File: config.mk
export PLATFORM = sky130hd
export DESIGN_NAME = div_issue_ctrl
export DESIGN_NICKNAME = d
export VERILOG_FILES = /design/src/rtl/div_issue_ctrl.sv
export SDC_FILE = /design/constraint.sdc
export NUM_CORES = 1
export LEC_CHECK = 0
export ABC_AREA = 1
export CAP_MARGIN = 0
export CORE_MARGIN = 2
export CORE_UTILIZATION = 40
export CTS_CLUSTER_SIZE = 8
export DETAILED_ROUTE_END_ITERATION = 6
export PLACE_DENSITY_LB_ADDON = 0.05
export SETUP_SLACK_MARGIN = 0.1
export SLEW_MARGIN = 20
export SYNTH_ARGS = -nofsm -noshare
export SYNTH_HDL_FRONTEND = slang
export SYNTH_SLANG_ARGS = --single-unit
File: constraint.sdc
create_clock -name clk -period 1.45 [get_ports clk]
set_clock_uncertainty 0.2 [all_clocks]
set_input_delay 0.29 -clock clk [delete_from_list [all_inputs] [get_ports clk]]
set_output_delay 0.29 -clock clk [all_outputs]
set_load 0.1 [all_outputs]
File: src/rtl/div_issue_ctrl.sv
// Issue controller between EX and the iterative divider: captures a RV32M divide, holds start, retires one writeback.
// Optional DIV_ZERO_BYPASS_EN: zero-divisor requests skip the divider and write back directly.
module div_issue_ctrl (
    input  logic        clk,
    input  logic        rst,
    input  logic        req_i,
    input  logic [2:0]  op_i,
    input  logic [31:0] rs1_i,
    input  logic [31:0] rs2_i,
    input  logic [4:0]  rd_i,
    input  logic        flush_i,
    output logic        stall_o,
    output logic        div_start_o,
    output logic [2:0]  div_op_o,
    output logic [31:0] div_dividend_o,
    output logic [31:0] div_divisor_o,
    output logic [4:0]  div_waddr_o,
    input  logic [31:0] div_result_i,
    input  logic        div_ready_i,
    input  logic        div_busy_i,
    input  logic [4:0]  div_waddr_i,
    output logic        wb_we_o,
    output logic [4:0]  wb_waddr_o,
    output logic [31:0] wb_wdata_o
);

    typedef enum logic [1:0] {
        IDLE = 2'd0,
        BUSY = 2'd1,
        DONE = 2'd2
    } state_e;

    state_e      state_q, state_d;
    logic [2:0]  op_q, op_d;
    logic [31:0] dividend_q, dividend_d;
    logic [31:0] divisor_q, divisor_d;
    logic [4:0]  waddr_q, waddr_d;
    logic        wb_we_q, wb_we_d;
    logic [4:0]  wb_waddr_q, wb_waddr_d;
    logic [31:0] wb_wdata_q, wb_wdata_d;

    always_ff @(posedge clk or negedge rst) begin
        if (!rst) begin
            state_q    <= IDLE;
            op_q       <= '0;
            dividend_q <= '0;
            divisor_q  <= '0;
            waddr_q    <= '0;
            wb_we_q    <= 1'b0;
            wb_waddr_q <= '0;
            wb_wdata_q <= '0;
        end else begin
            state_q    <= state_d;
            op_q       <= op_d;
            dividend_q <= dividend_d;
            divisor_q  <= divisor_d;
            waddr_q    <= waddr_d;
            wb_we_q    <= wb_we_d;
            wb_waddr_q <= wb_waddr_d;
            wb_wdata_q <= wb_wdata_d;
        end
    end

    always_comb begin
        state_d    = state_q;
        op_d       = op_q;
        dividend_d = dividend_q;
        divisor_d  = divisor_q;
        waddr_d    = waddr_q;
        wb_we_d    = 1'b0;
        wb_waddr_d = wb_waddr_q;
        wb_wdata_d = wb_wdata_q;

        case (state_q)
            IDLE: begin
                if (req_i && !flush_i && !div_busy_i) begin
`ifdef DIV_ZERO_BYPASS_EN
                    // op_i[1] set means REM/REMU: remainder by zero is the dividend
                    if (rs2_i == '0) begin
                        state_d    = DONE;
                        wb_we_d    = 1'b1;
                        wb_waddr_d = rd_i;
                        wb_wdata_d = op_i[1] ? rs1_i : '1;
                    end else
`endif
                    begin
                        state_d    = BUSY;
                        op_d       = op_i;
                        dividend_d = rs1_i;
                        divisor_d  = rs2_i;
                        waddr_d    = rd_i;
                    end
                end
            end
            BUSY: begin
                // A flush coinciding with ready discards the result
                if (flush_i) begin
                    state_d = IDLE;
                end else if (div_ready_i) begin
                    state_d    = DONE;
                    wb_we_d    = 1'b1;
                    wb_waddr_d = div_waddr_i;
                    wb_wdata_d = div_result_i;
                end
            end
            DONE: begin
                state_d = IDLE;
            end
            default: begin
                state_d = IDLE;
            end
        endcase
    end

    assign stall_o        = ((state_q == IDLE) && req_i && !flush_i) || (state_q == BUSY);
    assign div_start_o    = (state_q == BUSY) && !div_ready_i && !flush_i;
    assign div_op_o       = op_q;
    assign div_dividend_o = dividend_q;
    assign div_divisor_o  = divisor_q;
    assign div_waddr_o    = waddr_q;
    assign wb_we_o        = wb_we_q;
    assign wb_waddr_o     = wb_waddr_q;
    assign wb_wdata_o     = wb_wdata_q;

endmodule

==> impl_results.md, run 1 <==
* Area after DPL at 8382 um^2
* Post-synthesis sequential area ratio at 61.79%
* Run status: aborted with a tool error
* Tool error: [ERROR GRT-0232] Routing congestion too high. Check the congestion heatmap in the GUI.
* Synth cell types at 14
* Global Route Usage Sum at 88.75%
* CTS Root Cell: clkbuf_16
* Initial core utilization at 41.48%
* H-Tree Depth at 3
* Post-Syn Area at 4536 um^2
* IO Pins at 227
* Post-Syn Nets at 613
* Overflow after GRT at 658
* Final Wtd Congestion at 0.7850
* Yosys warns at 0
* Post-synth top area share at 61.79%
* Antenna violations before repair at 2
* Die W at 110.5 um
* Worst EP kind: register data pin
* Port buffer count at 226
* Post-synth top area cell: dfrtp_1
* Clock Path Buffers at 2
* Largest cells by area after synthesis: dfrtp_1 62%, nand2_1 18%, nand4_1 9.9%
* GRT worst endpoint: div_divisor_o[11]$_DFFE_PN0P_/D
* # rows at 38
* DP HPWL at 10940 um
* Die height at 110.5 um
* Post-synthesis cell count at 498
* Halt Stage: global routing (5_1_grt)
* Clock sink count at 112
* Synthesized flop and latch total at 112
* Placement Setup Slack at -0.5025 ns
* Syn Area/Cell at 9.108 um^2
* Total CTS buffers at 9
* Largest net degree at the start of global routing at 52
## routing by layer
layer	global-route usage [%]	overflow
met5	10.00	0
met2	112.4	483
met4	100.5	172
met1	82.96	3
met3	68.44	0
## stage by stage
step / cells / utilization, %
after floorplan: 498 / -
after global placement: 848 / 76.65
after detailed placement: 848 / 76.65
after CTS: 955 / 92.14
## Yosys cell counts
cell type	number
nand2_1	220
dfrtp_1	112
nand4_1	72
nand3_1	37
buf_2	26
clkbuf_1	13
inv_1	5
nor2_1	5
buf_4	2
inv_2	2
nand3_2	1
nor2_2	1
nor2_4	1
o21ai_1	1
## logic make-up after synthesis
logic type             count (synthesis)  share of synthesized area, %
and+or+nand+nor                      337                         33.24
AOI/OAI and AO/OA                      1                        0.1102
DFF                                  112                         61.79
buffers and inverters                 48                         4.855
## what timing repair did
item / in CTS
endpoints found under the hold margin: 92
endpoints found under the setup margin: 224
hold buffers: 1
resized for setup: 123
setup buffers: 75
pin swaps: 14
gates cloned: 17
==> run 2, diff against run 1 <==
CTS_CLUSTER_SIZE = unset   (was 8)
PLACE_DENSITY_LB_ADDON = 0.15   (was 0.05)
SETUP_SLACK_MARGIN = unset   (was 0.1)
==> run 2 against run 1 <==
  * The flow now finishes, with violations (setup timing)
  * Area after synthesis is the same
  * Synthesized cell count unchanged
==> impl_results.md, run 2 <==
* Antenna fix cells at 0
* Reg2Reg Depth at 7
* Layout net count at 882
* Post-Syn Nets at 613 (unchanged)
* Final Wtd Congestion at 0.7831 (-0.24%)
* Vias in the first global route at 4986
* Crit share post-route at 120.9%
* DR vias at 4931
* Synth async-reset ratio at 100.0% (unchanged)
* Post-Route WL at 17830 um
* Final Hold Violating Endpoints at 0
* Most common cell in the netlist: nand2_1
* Area Overhead vs Synth at 104.8%
* Antenna violations before repair at 0
* CTS Root Cell: clkbuf_16
* # rows at 38 (unchanged)
* Max-cap viol count at 0
* Met3 WL post-DR at 1393 um
* H-Tree Depth at 3 (unchanged)
* Leak at 4.599 nW
* Placeable Area at 10940 um^2
* Power Total at 16.63 mW
* Die height at 110.5 um (unchanged)
* Fin crit period at 1.753 ns
* Post-synth top cells: 220 x nand2_1, 112 x dfrtp_1, 72 x nand4_1
* Met2 WL post-DR at 9175 um
* Initial core utilization at 41.48% (unchanged)
* Post-synth top area cell: dfrtp_1
* Worst-margin pin slew at 0.4729 ns
* Primary FF master, synth: dfrtp_1
* Overflow after GRT at 0
* Crit Path Class: register to register
* Total CTS buffers at 9 (unchanged)
* Max-slew violations at 0
* Final setup vio count at 78
* Global Route Usage Sum at 28.01%
* Syn Area/Cell at 9.108 um^2 (unchanged)
* Vias/cell at 5.407
* Port buffer count at 226 (unchanged)
* IO Pins at 227 (unchanged)
* Yosys warns at 0 (unchanged)
* Clock Path Buffers at 2 (unchanged)
* Hold_ws at 0.2893 ns
* Highest metal used: met4
* DP HPWL at 10340 um (-5.5%)
* Clock sink count at 112 (unchanged)
* Layout cells sized above 1 at 27.85%
* Final TNS setup at -16.47 ns
* Iteration-0 DRC Markers at 331
* Max VDD drop at 1.262 mV
* RSZ-0062 raised after global routing: yes
* Reg clk slew, reported paths at 0.08 ns
* Post-synthesis sequential area ratio at 61.79% (unchanged)
* Critical Path AT at 1.83 ns
* Post-synthesis cell count at 498 (unchanged)
* Post-Syn Area at 4536 um^2 (unchanged)
* Die area at 12210 um^2
* Worst skew pair latency at 0.34 ns
* WL per Instance at 19.55 um
* Req. time, crit path at 1.53 ns
* Element type at the critical path end: register
* Pwr Density at 1790 nW/um^2
* Violated checks: setup timing
* Largest net degree at the start of global routing at 76
* Worst setup margin at -0.3027 ns
* Post-synth EDFFs at 0 (unchanged)
* Slew HR at 68.47%
* Synthesized flop and latch total at 112 (unchanged)
* Most frequent cells in the layout: 216 x nand2_1, 128 x buf_12, 111 x dfrtp_1, 111 x clkdlybuf4s50_1, 72 x nand4_1
* Die W at 110.5 um (unchanged)
* Run status: complete, but fails checks
* Area after DPL at 8187 um^2 (-2.3%)
* Post-synth top area share at 61.79% (unchanged)
* Pre-antenna DRT Iters at 5
* Setup crit start kind: register
* Max Fanout on Critical Path at 6
* Synth cell types at 14 (unchanged)
* Post-route DRC at 0
* Hold Crit Class: input port to async pin
* DRT antenna net count at 0
* Wl on met1 at 6581 um
* Most common cell after layout, fill and taps aside: nand2_1
* First-pass GRT wire length at 27190 um
* Post-route cell area at 9290 um^2
* CTS tree: built
* Max Clk Rate at 0.5705 GHz
* Largest cells by area after synthesis: dfrtp_1 62%, nand2_1 18%, nand4_1 9.9%
-- run 2: cell counts after synthesis --
No cell type changed its count.
-- run 2: logic make-up (layout without fill, tap and decap cells) --
group | Yosys count | count (layout) | synth area share (%)
simple gates | 337 | 337 | 33.24
buf+inv | 48 | 322 | 4.855
flops | 112 | 112 | 61.79
compound gates | 1 | 1 | 0.1102
-- run 2: worst paths after layout --
| kind | startpoint | to | slack [ns] |
|---|---|---|---|
| setup reg to reg | state_q[0]$_DFFE_PN0P_ | div_divisor_o[10]$_DFFE_PN0P_ | -0.30 |
| setup / recovery | state_q[0]$_DFFE_PN0P_ | div_divisor_o[10]$_DFFE_PN0P_ | -0.30 |
| min in group clk | div_result_i[27] | wb_wdata_o[27]$_DFFE_PN0P_ | 0.30 |
| max in group asynchronous | rst | div_dividend_o[3]$_DFFE_PN0P_ | 0.35 |
| hold reg to reg | div_dividend_o[3]$_DFFE_PN0P_ | div_dividend_o[3]$_DFFE_PN0P_ | 0.33 |
| hold / removal | rst | div_dividend_o[21]$_DFFE_PN0P_ | 0.29 |
-- run 2: report_power, final --
part           switching [mW]  internal [mW]  total, mW
sequential              0.769           3.79       4.56
combinational            6.22           3.54       9.76
clock                    1.11           1.21       2.32
total                    8.10           8.53       16.6
-- run 2: stage by stage --
step / utilization (%) / std cells / worst slack, ns
2_1_floorplan: - / 498 / -0.2815
3_3_place_gp: 74.86 / 843 / -0.3850
5_1_grt: 84.95 / 912 / -0.3726
6_report: 84.95 / 912 / -0.3027
4_1_cts: 82.57 / 885 / -0.3015
3_5_place_dp: 74.86 / 843 / -0.4551
-- run 2: what timing repair did --
action                                  4_1_cts  5_1_grt
pin swaps                                    29        9
endpoints found under the setup margin       97      189
hold buffers                                  1        0
gates resized for setup                      16       10
hold endpoints to repair                    112        0
gates cloned                                 11        1
setup buffers                                14       26
-- run 2: layout make-up --
cell class	count	area, um^2
clock inverter	4	20.02
inverter	7	26.28
clock buffer	12	246.5
sequential	112	2804
timing repair buffer	299	4436
multi-input combinational	338	1583
tap	140	175.2
fill	574	1645
-- run 2: routing by layer --
layer | up-vias | global-route usage, %
met5 | - | 0
li1 | 2190 | -
met4 | 0 | 10.83
met3 | 53 | 6.202
met1 | 2440 | 34.06
met2 | 248 | 48.55
-- run 2: worst max-delay path, cell delays in order (launching register included) --
cell and delay, ns:
dfrtp_1 0.41, buf_4 0.16, nor2_4 0.16, buf_12 0.14
buf_12 0.12, bufbuf_16 0.26, nand4_1 0.12, nand2_1 0.11
Power figures use the tool's default switching activity.
